## src/rtl/mult_pkg.sv

```systemverilog
// Shared widths and controller state encoding for the sequential lane multiplier.
package mult_pkg;

  localparam int unsigned OPW   = 8;   // operand width
  localparam int unsigned RW    = 16;  // product width
  localparam int unsigned LANEW = 16;  // lane width on In and Out

  typedef enum logic [1:0] {
    IDLE  = 2'd0,
    ISSUE = 2'd1,
    DRAIN = 2'd2,
    DONE  = 2'd3
  } state_t;

endpackage

```

## src/rtl/mult_lane.sv

```systemverilog
// Unsigned 8x8 multiplier with a single output register (1-cycle latency).
module mult_lane
  import mult_pkg::*;
(
  input  logic           clk,
  input  logic           rst,
  input  logic [OPW-1:0] a,
  input  logic [OPW-1:0] b,
  output logic [RW-1:0]  p
);

  // Full-width product registered each cycle.
  always_ff @(posedge clk) begin
    if (rst) begin
      p <= '0;
    end else begin
      p <= RW'(a) * RW'(b);
    end
  end

endmodule

```

## src/rtl/mult_seq_ctrl.sv

```systemverilog
// Vector multiplier: one shared registered 8x8 multiplier walked across N lanes.
module mult_seq_ctrl
  import mult_pkg::*;
#(
  parameter int unsigned N = 2
) (
  input  logic                 clk,
  input  logic                 rst,
  input  logic                 in_valid,
  output logic                 in_ready,
  input  logic [LANEW*N-1:0]   In,
  output logic                 out_valid,
  input  logic                 out_ready,
  output logic [LANEW*N-1:0]   Out,
  output logic                 busy
);

  localparam int unsigned IDXW = (N > 1) ? $clog2(N) : 1;
  localparam int unsigned VW   = LANEW * N;

  state_t          state;
  state_t          state_next;
  logic [IDXW-1:0] idx;
  logic [IDXW-1:0] idx_next;
  logic [VW-1:0]   opnd_q;
  logic [VW-1:0]   out_q;
  logic            load;
  logic            wr_en;
  logic [IDXW-1:0] wr_lane;
  logic [OPW-1:0]  mul_a;
  logic [OPW-1:0]  mul_b;
  logic [RW-1:0]   mul_p;

  // Next-state, lane counter and datapath strobes; the product of lane idx-1 lands while lane idx issues.
  always_comb begin
    state_next = state;
    idx_next   = idx;
    load       = 1'b0;
    wr_en      = 1'b0;
    wr_lane    = '0;
    case (state)
      IDLE: begin
        if (in_valid) begin
          load       = 1'b1;
          idx_next   = '0;
          state_next = ISSUE;
        end
      end
      ISSUE: begin
        if (idx != '0) begin
          wr_en   = 1'b1;
          wr_lane = idx - IDXW'(1);
        end
        if (idx == IDXW'(N - 1)) begin
          idx_next   = '0;
          state_next = DRAIN;
        end else begin
          idx_next = idx + IDXW'(1);
        end
      end
      DRAIN: begin
        wr_en      = 1'b1;
        wr_lane    = IDXW'(N - 1);
        state_next = DONE;
      end
      DONE: begin
        if (out_ready) begin
          state_next = IDLE;
        end
      end
      default: begin
        state_next = IDLE;
      end
    endcase
  end

  // State, counter and handshake flags registered from the next state.
  always_ff @(posedge clk) begin
    if (rst) begin
      state     <= IDLE;
      idx       <= '0;
      in_ready  <= 1'b1;
      out_valid <= 1'b0;
      busy      <= 1'b0;
    end else begin
      state     <= state_next;
      idx       <= idx_next;
      in_ready  <= (state_next == IDLE);
      out_valid <= (state_next == DONE);
      busy      <= (state_next != IDLE);
    end
  end

  // Select the operand pair of the lane currently being issued.
  always_comb begin
    mul_a = '0;
    mul_b = '0;
    for (int unsigned k = 0; k < N; k++) begin
      if (idx == IDXW'(k)) begin
        mul_a = opnd_q[k*LANEW +: OPW];
        mul_b = opnd_q[k*LANEW + OPW +: OPW];
      end
    end
  end

  mult_lane u_mult (
    .clk (clk),
    .rst (rst),
    .a   (mul_a),
    .b   (mul_b),
    .p   (mul_p)
  );

  // Operand capture on accept; result lanes filled one per cycle and held until next accept.
  always_ff @(posedge clk) begin
    if (rst) begin
      opnd_q <= '0;
      out_q  <= '0;
    end else if (load) begin
      opnd_q <= In;
      out_q  <= '0;
    end else if (wr_en) begin
      for (int unsigned k = 0; k < N; k++) begin
        if (wr_lane == IDXW'(k)) begin
          out_q[k*LANEW +: LANEW] <= mul_p;
        end
      end
    end
  end

  assign Out = out_q;

endmodule

```

## config.mk

```make
export PLATFORM = sky130hd
export DESIGN_NAME = mult_seq_ctrl
export DESIGN_NICKNAME = d
export VERILOG_FILES = /design/src/rtl/mult_pkg.sv /design/src/rtl/mult_lane.sv /design/src/rtl/mult_seq_ctrl.sv
export SDC_FILE = /design/constraint.sdc
export NUM_CORES = 1
export LEC_CHECK = 0
export CORE_MARGIN = 2
export CORE_UTILIZATION = 38
export DETAILED_ROUTE_END_ITERATION = 12
export PLACE_DENSITY = 0.55
export SYNTH_ARGS = -nofsm -noshare
export SYNTH_HDL_FRONTEND = slang
export SYNTH_SLANG_ARGS = --single-unit
```

## constraint.sdc

```tcl
create_clock -name clk -period 10.63 [get_ports clk]
set_input_delay 3.189 -clock clk [delete_from_list [all_inputs] [get_ports clk]]
set_output_delay 3.189 -clock clk [all_outputs]
set_load 0.01 [all_outputs]
```

==> flow_metrics.tcl <==
set metrics [dict create \
    post_synthesis_sequential_element_count 86 \
    synth_top_family_by_area "adder cells" \
    vdd_ir_drop_max_mv 0.08555 \
    grt_busiest_layer "met2" \
    clkLatencyLatePin_ps 330 \
    place_inst 820 \
    yosys_most_used_dff "dfxtp_1" \
    share_clk_of_total_power_pct 29.7 \
    place.gp.congestion 0.8282 \
    postLayoutCellArea_sq_um 6285 \
    areaGrowthSynthToFinish_pct 21.59 \
    syn_nets 709 \
    clk_pin_slew_ps 60 \
    antenna-diode-count 0 \
    outcome "finished clean" \
    cts_repair_resize_count 0 \
    number_of_warnings_printed_during_yosys_synthesis 0 \
    num-fill-cells 1350 \
    h-tree-depth 3 \
    vias_per_cell 4.785 \
    post_synth_fa_ha_maj_area_fraction_pct 23.87 \
    overflow 0 \
    cts_setup_buffers 0 \
    drcViolationCount 0 \
    post_route_total_power_mw 1.033 \
    compound_gate_fraction_of_synth_area_pct 10.05 \
    synth.area.top_cells "dfxtp_1 33%, fa_1 14%, ha_1 9.9%, nand2_1 7.3%, mux2i_1 6.4%" \
    endpoint_kind "flop" \
    tritoncts_num_sinks 86 \
    net-switching-power_mw 0.3600 \
    cell_area_after_synthesis_sq_um 5169 \
    multiplexer_fraction_of_the_synthesized_cell_area_pct 7.044 \
    drt_first_pass_iters 4 \
    yosysUniqueCellTypes 47 \
    drt_iter0_drc 230 \
    port-buffer-count 70 \
    static-leakage-power_nw 2.605 \
    unrepaired_setup_endpoints_after_global_routing "no" \
    critical_path_peak_fanout 21 \
    maximum_number_of_pins_on_one_net_before_global_route_repair 60 \
    tritoncts_clock_tree "built" \
    initial_standard_cell_utilization_of_the_core_pct 39.03 \
    post-dp-hpwl_mm 8.415 \
    drive_above_1_share_pct 5.909 \
    grt_use_met2_pct 25.88 \
    max_freq_ghz 0.1771 \
    rows 42 \
    max_slew.worst_pin.slew_ps 1175 \
    die-width_um 120.6 \
    power.switching_fraction_pct 34.87 \
    max_slew_margin_pct 21.66 \
    grt_antenna_before_repair 0 \
    drt-wirelength-per-cell_um 13.04 \
    report.final.slew_viol_count 0 \
    nets 768 \
    timing_worst_setup_path_type "flop to flop" \
    p_int_mw 0.6726 \
    worst_path_arrival_ps 5860 \
    setup.worst_path.start_class "flop" \
    fin_cells 836 \
    report.final.setup_viol 0 \
    drtAntennaViolNets 0 \
    first_global_vias 3985 \
    number_of_instances_in_the_synthesized_netlist 596 \
    post_placement_cell_area_sq_um 5993 \
    number_of_synthesized_flops_with_an_enable_pin 0 \
    setup_tns_ps 0 \
    global_route.usage.total_pct 15.89 \
    part_of_the_cycle_the_worst_path_needs_pct 53.11 \
    global_route.usage.met3_pct 3.113 \
    grt_pass1_wl_mm 18.83 \
    post_synth_xor_area_fraction_pct 0.8473 \
    maxcap_viol_count 0 \
    cts-hold-fix-buffers 0 \
    seq_power_share_pct 38.3 \
    numCtsBuffers 9 \
    die_area_sq_um 14550 \
    power.share.combinational_pct 32.0 \
    cp_data_required_time_ps 10850 \
    final.min_clock_period_ps 5646 \
    route.vias.total 4000 \
    yosysSeqAreaShare_pct 33.31 \
    timing.final.hold_violations 0 \
    met1_usage_pct 21.46 \
    design.core.area_sq_um 13240 \
    cts.root.buffer_cell "clkbuf_16" \
    synth_top_cell_by_area "dfxtp_1" \
    hold_class "flop to flop" \
    power_per_cell_area_nw_per_um2 164.3 \
    chipHeight_um 120.6 \
    avgSynthCellArea_sq_um 8.672 \
    ioPinCount 71 \
    postRouteWirelength_mm 10.90 \
    synth_simple_gate_area_share_pct 19.27 \
    clock_skew_ps 8.010 \
    netlist.area_leader.share_pct 33.31 \
    maximum_number_of_buffers_from_clock_root_to_sink 2 \
    async_flop_share_pct 0 \
]
[synthesized netlist by cell type (2+ instances only)]
cell / number
dfxtp_1: 86
mux2_2: 2
inv_1: 51
nor2b_1: 7
nor2_1: 88
o21bai_1: 2
or2_2: 12
a21o_1: 4
mux2i_1: 33
and3_1: 2
a21oi_1: 57
a221o_1: 2
o21ai_1: 2
o21a_1: 3
nand2_1: 100
xor2_1: 3
nor3b_1: 2
nand2b_1: 4
fa_1: 36
buf_2: 10
o21ai_0: 4
ha_1: 41
xnor2_1: 2
clkbuf_1: 8
buf_1: 5
a221oi_1: 2
and3_4: 3
a211oi_1: 2
nor3_1: 5
[area by class of cell]
class	count	area, sq um	area share (%)
tap	176	220.2	3.504
clock buffer	11	232.7	3.703
clock inverter	5	58.81	0.9357
timing repair buffer	71	703.2	11.19
inverter	51	191.4	3.046
multi-input combinational	436	3157	50.23
sequential	86	1722	27.39
[stage by stage]
step	hold WS [ps]	setup slack, ps	utilization [%]
after detailed placement	446.5	4745	45.26
after global routing	465.0	4698	47.46
final	449.3	4984	47.46
after global placement	439.1	4877	45.26
after CTS	449.5	4953	47.46
after floorplan	431.5	5861	-
[power groups by stage]
stage               clock network (mW)  registers [mW]  logic [mW]
global route                     0.330           0.403       0.377
global placement                     0           0.402       0.328
CTS                              0.314           0.397       0.334
detailed placement                   0           0.404       0.332
finish                           0.306           0.396       0.330
floorplan                            0           0.391       0.256
[cells by family after synthesis]
logic type,after synthesis
flip-flops,86
adder cells (fa/ha/maj),77
AND/OR/NAND/NOR,231
XOR/XNOR,5
buffers and inverters,74
AO/OA/AOI/OAI,87
multiplexers,36
[cells in the final DEF (no fill, tap or decap), types with 2 or more instances in the layout]
cell,instances
o21ai_1,2
nor3_1,5
fa_1,36
and3_1,2
clkdlybuf4s50_1,69
nor3b_1,2
nand2b_1,4
a221oi_1,2
clkbuf_1,2
clkbuf_16,9
clkinvlp_4,2
xnor2_1,2
o21ai_0,4
or2_2,12
mux2_2,2
nand2_1,100
inv_1,51
nor2_1,88
nor2b_1,7
a211oi_1,2
dfxtp_1,86
a21o_1,4
o21bai_1,2
mux2i_1,33
a21oi_1,57
o21a_1,3
xor2_1,3
ha_1,41
and3_4,3
a221o_1,2
[sequential cells by signal, summed over array words and instances, names as in the netlist]
signal,cells
out_valid,1
Out,32
in_ready,1
idx,1
u_mult.p,16
state,2
busy,1
opnd_q,32
[worst max-delay path: stages (launching register included)]
cell	delay [ps]
dfxtp_1	1010
mux2i_1	760
nor2_1	150
fa_1	560
fa_1	440
fa_1	540
inv_1	50
fa_1	520
inv_1	40
ha_1	350
a21o_2	250
nand2b_2	200
a311oi_1	290
mux2_1	340
[final timing paths]
| kind | to | slack, ps | start | cells past startpoint |
|---|---|---|---|---|
| worst min-delay path | Out[10]$_SDFFE_PP0P_ | 450 | u_mult.p[10]$_SDFF_PP0_ | 2 |
| worst min register to register | Out[10]$_SDFFE_PP0P_ | 450 | u_mult.p[10]$_SDFF_PP0_ | 2 |
| worst max-delay path | u_mult.p[13]$_SDFF_PP0_ | 4980 | idx$_SDFFE_PP0P_ | 13 |
| worst max register to register | u_mult.p[13]$_SDFF_PP0_ | 4980 | idx$_SDFFE_PP0P_ | 13 |
[routing by layer]
| metal | share of wire (%) | vias to the layer above |
|---|---|---|
| li1 | - | 2052 |
| met1 | 49 | 1853 |
| met2 | 46 | 85 |
| met3 | 3.9 | 10 |
| met4 | 0.94 | 0 |
| met5 | 0 | - |
No activity file was read; power rests on OpenSTA's default activity.
